File: src/rtl/alu_seq.sv
// alu_seq: multi-cycle ALU for the RV32 execute stage.
// Single-cycle integer/bit-count ops finish one cycle after accept; M-extension
// ops iterate one radix-2 step per cycle for a fixed XLEN+1 cycle latency.
//
// state | meaning
// ------+------------------------------------------------------------
// IDLE  | waiting for an op, in_ready=1
// CALC  | M op iterating (shift-add multiply or restoring divide)
// DONE  | result registered, out_valid=1 until out_ready
module alu_seq #(
  parameter int  XLEN = 32,
  localparam int SHW  = $clog2(XLEN)
) (
  input  logic            clk,
  input  logic            reset,
  input  logic            in_valid,
  output logic            in_ready,
  input  logic [4:0]      op,
  input  logic [XLEN-1:0] a,
  input  logic [XLEN-1:0] b,
  output logic            out_valid,
  input  logic            out_ready,
  output logic [XLEN-1:0] result,
  output logic            busy
);

  localparam int CW = SHW + 1;

  localparam logic [4:0] OP_ADD    = 5'h00;
  localparam logic [4:0] OP_SUB    = 5'h01;
  localparam logic [4:0] OP_AND    = 5'h02;
  localparam logic [4:0] OP_OR     = 5'h03;
  localparam logic [4:0] OP_XOR    = 5'h04;
  localparam logic [4:0] OP_SLL    = 5'h05;
  localparam logic [4:0] OP_SRL    = 5'h06;
  localparam logic [4:0] OP_SRA    = 5'h07;
  localparam logic [4:0] OP_SLT    = 5'h08;
  localparam logic [4:0] OP_SLTU   = 5'h09;
  localparam logic [4:0] OP_EQ     = 5'h0A;
  localparam logic [4:0] OP_NE     = 5'h0B;
  localparam logic [4:0] OP_GE     = 5'h0C;
  localparam logic [4:0] OP_GEU    = 5'h0D;
  localparam logic [4:0] OP_ADD4   = 5'h0E;
  localparam logic [4:0] OP_PASSB  = 5'h0F;
  localparam logic [4:0] OP_CPOP   = 5'h10;
  localparam logic [4:0] OP_CLZ    = 5'h11;
  localparam logic [4:0] OP_CTZ    = 5'h12;
  localparam logic [4:0] OP_MUL    = 5'h13;
  localparam logic [4:0] OP_MULH   = 5'h14;
  localparam logic [4:0] OP_MULHSU = 5'h15;
  localparam logic [4:0] OP_MULHU  = 5'h16;
  localparam logic [4:0] OP_DIV    = 5'h17;
  localparam logic [4:0] OP_DIVU   = 5'h18;
  localparam logic [4:0] OP_REM    = 5'h19;
  localparam logic [4:0] OP_REMU   = 5'h1A;

  typedef enum logic [1:0] {
    S_IDLE = 2'd0,
    S_CALC = 2'd1,
    S_DONE = 2'd2
  } state_e;

  state_e              state_q, state_d;
  logic [XLEN-1:0]     result_q, result_d;
  logic [2*XLEN-1:0]   acc_q, acc_d;
  logic [XLEN-1:0]     opnd_q, opnd_d;
  logic [CW-1:0]       cnt_q, cnt_d;
  logic [4:0]          op_q, op_d;
  logic                neg_a_q, neg_a_d;
  logic                neg_b_q, neg_b_d;

  logic                accept;
  logic                is_mop;
  logic                is_div_in;
  logic                is_div_q;
  logic                sign_a, sign_b;
  logic                neg_a_in, neg_b_in;
  logic [XLEN-1:0]     abs_a, abs_b;
  logic [SHW-1:0]      shamt;
  logic [CW-1:0]       cpop_v, clz_v, ctz_v;
  logic [XLEN-1:0]     single_res;
  logic [XLEN:0]       mul_sum;
  logic [XLEN:0]       div_hi;
  logic [XLEN:0]       div_trial;
  logic [2*XLEN-1:0]   acc_step;
  logic [2*XLEN-1:0]   prod_fix;
  logic [XLEN-1:0]     quo, rem;
  logic                div_zero;
  logic [XLEN-1:0]     m_res;

  assign in_ready  = (state_q == S_IDLE) | ((state_q == S_DONE) & out_ready);
  assign out_valid = (state_q == S_DONE);
  assign busy      = (state_q == S_CALC);
  assign result    = result_q;

  assign accept    = in_valid & in_ready;
  assign is_mop    = (op >= OP_MUL) && (op <= OP_REMU);
  assign is_div_in = is_mop && (op >= OP_DIV);
  assign is_div_q  = (op_q >= OP_DIV);
  assign shamt     = b[SHW-1:0];

  // Population count and leading/trailing zero counts of operand a
  always_comb begin
    cpop_v = '0;
    clz_v  = CW'(XLEN);
    ctz_v  = CW'(XLEN);
    for (int i = 0; i < XLEN; i++) begin
      cpop_v = cpop_v + CW'(a[i]);
      if (a[i]) clz_v = CW'(XLEN - 1 - i);
    end
    for (int i = XLEN - 1; i >= 0; i--) begin
      if (a[i]) ctz_v = CW'(i);
    end
  end

  // Single-cycle result; unused and M op codes evaluate to zero here
  always_comb begin
    single_res = '0;
    case (op)
      OP_ADD:   single_res = a + b;
      OP_SUB:   single_res = a - b;
      OP_AND:   single_res = a & b;
      OP_OR:    single_res = a | b;
      OP_XOR:   single_res = a ^ b;
      OP_SLL:   single_res = a << shamt;
      OP_SRL:   single_res = a >> shamt;
      OP_SRA:   single_res = $unsigned($signed(a) >>> shamt);
      OP_SLT:   single_res[0] = ($signed(a) < $signed(b));
      OP_SLTU:  single_res[0] = (a < b);
      OP_EQ:    single_res[0] = (a == b);
      OP_NE:    single_res[0] = (a != b);
      OP_GE:    single_res[0] = ($signed(a) >= $signed(b));
      OP_GEU:   single_res[0] = (a >= b);
      OP_ADD4:  single_res = a + XLEN'(4);
      OP_PASSB: single_res = b;
      OP_CPOP:  single_res = XLEN'(cpop_v);
      OP_CLZ:   single_res = XLEN'(clz_v);
      OP_CTZ:   single_res = XLEN'(ctz_v);
      default:  single_res = '0;
    endcase
  end

  // Operand signedness for M ops; iteration always runs on magnitudes
  always_comb begin
    sign_a = 1'b0;
    sign_b = 1'b0;
    case (op)
      OP_MUL, OP_MULH, OP_DIV, OP_REM: begin
        sign_a = 1'b1;
        sign_b = 1'b1;
      end
      OP_MULHSU: sign_a = 1'b1;
      default: ;
    endcase
    neg_a_in = sign_a & a[XLEN-1];
    neg_b_in = sign_b & b[XLEN-1];
    abs_a    = neg_a_in ? (~a + XLEN'(1)) : a;
    abs_b    = neg_b_in ? (~b + XLEN'(1)) : b;
  end

  // One radix-2 step: multiply keeps {partial, multiplier}, divide keeps {remainder, quotient}
  always_comb begin
    mul_sum   = {1'b0, acc_q[2*XLEN-1:XLEN]} + {1'b0, opnd_q};
    div_hi    = {acc_q[2*XLEN-1:XLEN], acc_q[XLEN-1]};
    div_trial = div_hi - {1'b0, opnd_q};
    if (is_div_q) begin
      if (div_trial[XLEN]) acc_step = {div_hi[XLEN-1:0], acc_q[XLEN-2:0], 1'b0};
      else                 acc_step = {div_trial[XLEN-1:0], acc_q[XLEN-2:0], 1'b1};
    end else if (acc_q[0]) begin
      acc_step = {mul_sum, acc_q[XLEN-1:1]};
    end else begin
      acc_step = {1'b0, acc_q[2*XLEN-1:1]};
    end
  end

  // Sign fix and special cases applied to the final iteration's output.
  // Divide-by-zero leaves the full dividend magnitude in the remainder, so after
  // the dividend-sign fix REM/REMU return a; signed overflow also falls out
  // naturally (quotient magnitude 2^(XLEN-1), remainder 0).
  always_comb begin
    prod_fix = (neg_a_q ^ neg_b_q) ? (~acc_step + (2*XLEN)'(1)) : acc_step;
    quo      = acc_step[XLEN-1:0];
    rem      = acc_step[2*XLEN-1:XLEN];
    div_zero = (opnd_q == '0);
    case (op_q)
      OP_MUL:                       m_res = prod_fix[XLEN-1:0];
      OP_MULH, OP_MULHSU, OP_MULHU: m_res = prod_fix[2*XLEN-1:XLEN];
      OP_DIV, OP_DIVU: begin
        if (div_zero)                m_res = '1;
        else if (neg_a_q ^ neg_b_q)  m_res = ~quo + XLEN'(1);
        else                         m_res = quo;
      end
      default:                      m_res = neg_a_q ? (~rem + XLEN'(1)) : rem;
    endcase
  end

  // Next-state logic: accept from IDLE or from DONE while the result is taken
  always_comb begin
    state_d  = state_q;
    result_d = result_q;
    acc_d    = acc_q;
    opnd_d   = opnd_q;
    cnt_d    = cnt_q;
    op_d     = op_q;
    neg_a_d  = neg_a_q;
    neg_b_d  = neg_b_q;
    case (state_q)
      S_IDLE, S_DONE: begin
        if (accept) begin
          if (is_mop) begin
            op_d    = op;
            neg_a_d = neg_a_in;
            neg_b_d = neg_b_in;
            cnt_d   = CW'(XLEN);
            if (is_div_in) begin
              acc_d  = {{XLEN{1'b0}}, abs_a};
              opnd_d = abs_b;
            end else begin
              acc_d  = {{XLEN{1'b0}}, abs_b};
              opnd_d = abs_a;
            end
            state_d = S_CALC;
          end else begin
            result_d = single_res;
            state_d  = S_DONE;
          end
        end else if ((state_q == S_DONE) && out_ready) begin
          state_d = S_IDLE;
        end
      end
      S_CALC: begin
        acc_d = acc_step;
        cnt_d = cnt_q - CW'(1);
        if (cnt_q == CW'(1)) begin
          result_d = m_res;
          state_d  = S_DONE;
        end
      end
      default: state_d = S_IDLE;
    endcase
  end

  // State and datapath registers with synchronous reset
  always_ff @(posedge clk) begin
    if (reset) begin
      state_q  <= S_IDLE;
      result_q <= '0;
      acc_q    <= '0;
      opnd_q   <= '0;
      cnt_q    <= '0;
      op_q     <= '0;
      neg_a_q  <= 1'b0;
      neg_b_q  <= 1'b0;
    end else begin
      state_q  <= state_d;
      result_q <= result_d;
      acc_q    <= acc_d;
      opnd_q   <= opnd_d;
      cnt_q    <= cnt_d;
      op_q     <= op_d;
      neg_a_q  <= neg_a_d;
      neg_b_q  <= neg_b_d;
    end
  end

endmodule

File: config.mk
export PLATFORM = sky130hd
export DESIGN_NAME = alu_seq
export DESIGN_NICKNAME = d
export VERILOG_FILES = /design/src/rtl/alu_seq.sv
export SDC_FILE = /design/constraint.sdc
export NUM_CORES = 2
export LEC_CHECK = 0
export CAP_MARGIN = 20
export CORE_ASPECT_RATIO = 0.6
export CORE_UTILIZATION = 29
export CTS_CLUSTER_DIAMETER = 40
export DETAILED_ROUTE_END_ITERATION = 8
export PLACE_DENSITY_LB_ADDON = 0.1
export SYNTH_ARGS = -nofsm -noshare
export SYNTH_HDL_FRONTEND = slang
export SYNTH_SLANG_ARGS = --single-unit
File: constraint.sdc
create_clock -name clk -period 15.5 [get_ports clk]
set_clock_uncertainty 0.05 [all_clocks]
set_input_delay 1.55 -clock clk [delete_from_list [all_inputs] [get_ports clk]]
set_output_delay 1.55 -clock clk [all_outputs]
set_load 0.02 [all_outputs]
==> results.sh <==
export IMPL_routabilityCongestion=1.05
export IMPL_die_y_microns=236
export IMPL_setup_ws_ps=7420
export IMPL_ff2ff_setup_slack_ps=8190
export IMPL_synth_top_cell_area_share_pct=10.8
export IMPL_cts_tree="built"
export IMPL_portBuffers=107
export IMPL_cts_root_buf="clkbuf_16"
export IMPL_synth_common_cells="nand2_1 (458), a21oi_1 (422), nor2_1 (410)"
export IMPL_fin_crit_ps=8080
export IMPL_switchingPower_uw=1040
export IMPL_synth_area_sq_um=26400
export IMPL_setup_tns_ps=0
export IMPL_end_kind="flop"
export IMPL_startpoint_type="input port"
export IMPL_drc=0
export IMPL_tightest_slew_ps=1280
export IMPL_arrival_ps=8360
export IMPL_status="finished, final reports clean"
export IMPL_drv_cap=0
export IMPL_async_reset_ff_share_pct=0
export IMPL_crit_path_end="result[0]$_SDFFE_PP0P_"
export IMPL_max_clock_freq_ghz=0.124
export IMPL_fin_nets=4210
export IMPL_synth_most_common_cell="nand2_1"
export IMPL_initial_utilization_pct=29.4
export IMPL_grt_usage_pct=34.6
export IMPL_design_area_sq_um=29500
export IMPL_dp_slack_ps=7250
export IMPL_cts_resized=0
export IMPL_synth_seq_cells=143
export IMPL_drtIter0Drc=5444
export IMPL_dieArea_sq_um=92300
export IMPL_wl_met2_microns=52900
export IMPL_clkPwrFrac_pct=23.3
export IMPL_cp_required_ps=15780
export IMPL_met1_length_microns=82500
export IMPL_r2r_cells=25
export IMPL_placed_area_sq_um=28800
export IMPL_crit_path_max_fanout=11
export IMPL_hold_violations=0
export IMPL_slew_viol_final=0
export IMPL_vias_per_cell=6.37
export IMPL_hold_path_class="flop to flop"
export IMPL_synth_edf_count=0
export IMPL_min_from="cnt_q[5]$_SDFFE_PP0P_"
export IMPL_grt_start_max_net_pins=75
export IMPL_die_w_microns=391
export IMPL_clk_latency_ps=480
export IMPL_startpoint="a[7]"
export IMPL_pin_count=108
export IMPL_grt_pass1_wl_microns=229000
export IMPL_cts_num_sinks=143
export IMPL_htreeDepth=4
export IMPL_antenna_found_initial=11
export IMPL_highest_layer="met5"
export IMPL_clockBufferDepth=2
export IMPL_gr_total_overflow=0
export IMPL_yosysWarnings=0
export IMPL_r2r_start="acc_q[31]$_SDFFE_PP0P_"
export IMPL_num_rows=85
export IMPL_area_growth_pct=11.7
export IMPL_switching_share_pct=50.0
export IMPL_syn_inst=3980
export IMPL_core_area_sq_um=89900
export IMPL_cts_setup_buffers=0
export IMPL_internal_power_uw=1040
export IMPL_p_per_area_nw_per_um2=70.4
export IMPL_p_seq_share_pct=20.1
export IMPL_final_core_util_pct=32.8
export IMPL_comb_power_share_pct=56.6
export IMPL_timing_rr_end="result[26]$_SDFFE_PP0P_"
export IMPL_drive_gt1_share_pct=6.34
export IMPL_vdd_drop_max_uv=77.9
export IMPL_finalCritPeriodShare_pct=52.1
export IMPL_leakagePower_uw=0.0112
export IMPL_setup_viol=0
export IMPL_synthTopCellsByArea="dfxtp_1 (11%), ha_1 (8.5%), a21oi_1 (8.0%)"
export IMPL_dp_hpwl_microns=134000
export IMPL_vias=32900
export IMPL_critPathKind="input port to flop"
export IMPL_cts_buffers=17
export IMPL_synth_nets=4260
export IMPL_yosysSeqAreaShare_pct=10.8
export IMPL_ys_types=103
export IMPL_drtPass1Iterations=9
export IMPL_wl_met3_microns=28200
export IMPL_rsz0062_at_grt="no"
export IMPL_routed_wl_microns=165000
export IMPL_clk_pin_slew_worst_paths_ps=70
export IMPL_ant_nets=0
export IMPL_wire_per_inst_microns=32.0
export IMPL_grt_pass1_vias=28600
export IMPL_synth_largest_area_cell="dfxtp_1"
export IMPL_syn_area_per_cell_sq_um=6.63
export IMPL_cts_hold_buf=0
export IMPL_slew_headroom_pct=12.3
export IMPL_synth_ff_type="dfxtp_1"
==> cells in the final DEF (no fill, tap or decap), types with 18 or more instances in the layout <==
master	instances
nor3_1	85
o21ai_0	312
xor2_1	56
xnor2_1	147
buf_4	118
fa_1	28
a311oi_1	19
inv_1	159
nor2_1	402
o221ai_1	19
o21bai_1	22
nand2_1	457
nand2b_1	30
o211ai_1	92
clkdlybuf4s50_1	101
o22ai_1	33
ha_1	179
mux2i_1	113
a21oi_1	422
o31ai_1	54
a221oi_1	36
and3_1	22
o41ai_1	18
a211oi_1	77
a21o_1	55
nand4_1	37
o21a_1	23
nor4_1	37
a22oi_1	41
dfxtp_1	142
a31oi_1	67
nor2b_1	31
nand3_1	116
or3_1	34
==> state kept, by name (all words and copies together), names as in the netlist <==
register,flops
result,32
state_q,2
op_q,5
opnd_q,32
cnt_q,6
acc_q,64
neg_a_q,1
neg_b_q,1
==> worst min path at each step <==
| stage | endpoint | slack, ps | cells after the start |
|---|---|---|---|
| after CTS | cnt_q[5]$_SDFFE_PP0P_ | 430 | 1 |
| after detailed placement | cnt_q[5]$_SDFFE_PP0P_ | 410 | 1 |
| final | cnt_q[5]$_SDFFE_PP0P_ | 430 | 1 |
| after global routing | cnt_q[5]$_SDFFE_PP0P_ | 460 | 1 |
| after global placement | cnt_q[5]$_SDFFE_PP0P_ | 420 | 1 |
| after floorplan | cnt_q[5]$_SDFFE_PP0P_ | 380 | 1 |
==> kinds of logic after synthesis <==
group | Yosys count | synth area share [%]
buf+inv | 467 | 6.80
mux | 133 | 5.65
xor+xnor | 205 | 6.80
compound gates | 1456 | 35.5
flops | 143 | 10.8
fa+ha+maj | 207 | 10.6
simple gates | 1369 | 23.8
==> power by group through the flow <==
stage,sequential [uW],clock [uW],combinational (uW)
2_1_floorplan,411,0,684
3_3_place_gp,422,0,1120
3_5_place_dp,422,0,1100
4_1_cts,414,491,1110
5_1_grt,417,503,1240
6_report,416,485,1170
==> critical path, cell delays in order <==
cell,delay [ps]
clkdlybuf4s50_1,780
clkinv_1,410
fa_1,770
fa_1,500
fa_1,560
fa_1,450
fa_1,570
fa_1,520
inv_1,40
ha_1,260
a221oi_1,280
o2111ai_1,180
a211o_1,320
a311oi_1,830
a31o_2,270
a31oi_1,70
==> per-layer routing <==
metal,global-route usage [%],up-vias
met3,19.7,137
met5,0,-
met2,37.5,2156
li1,-,14600
met4,4.02,14
met1,55.4,16000
==> through the flow <==
stage,power (uW),instances,hold WS (ps)
after detailed placement,1530,5124,406
final,2080,5164,428
after global placement,1540,5123,417
after CTS,2020,5156,425
after global routing,2160,5162,458
after floorplan,1090,3980,377
==> area by class of cell <==
| cell class | instances | area, sq um |
|---|---|---|
| well taps | 1218 | 1520 |
| clock inverters | 15 | 219 |
| fillers | 9944 | 60400 |
| clock buffers | 17 | 425 |
| repair buffers | 224 | 1920 |
| multi-input cells | 3370 | 21900 |
| diodes | 3 | 7.51 |
| flip-flops and latches | 143 | 2860 |
| inverters | 174 | 653 |
Note: power is estimated with default switching activity, not from simulation.
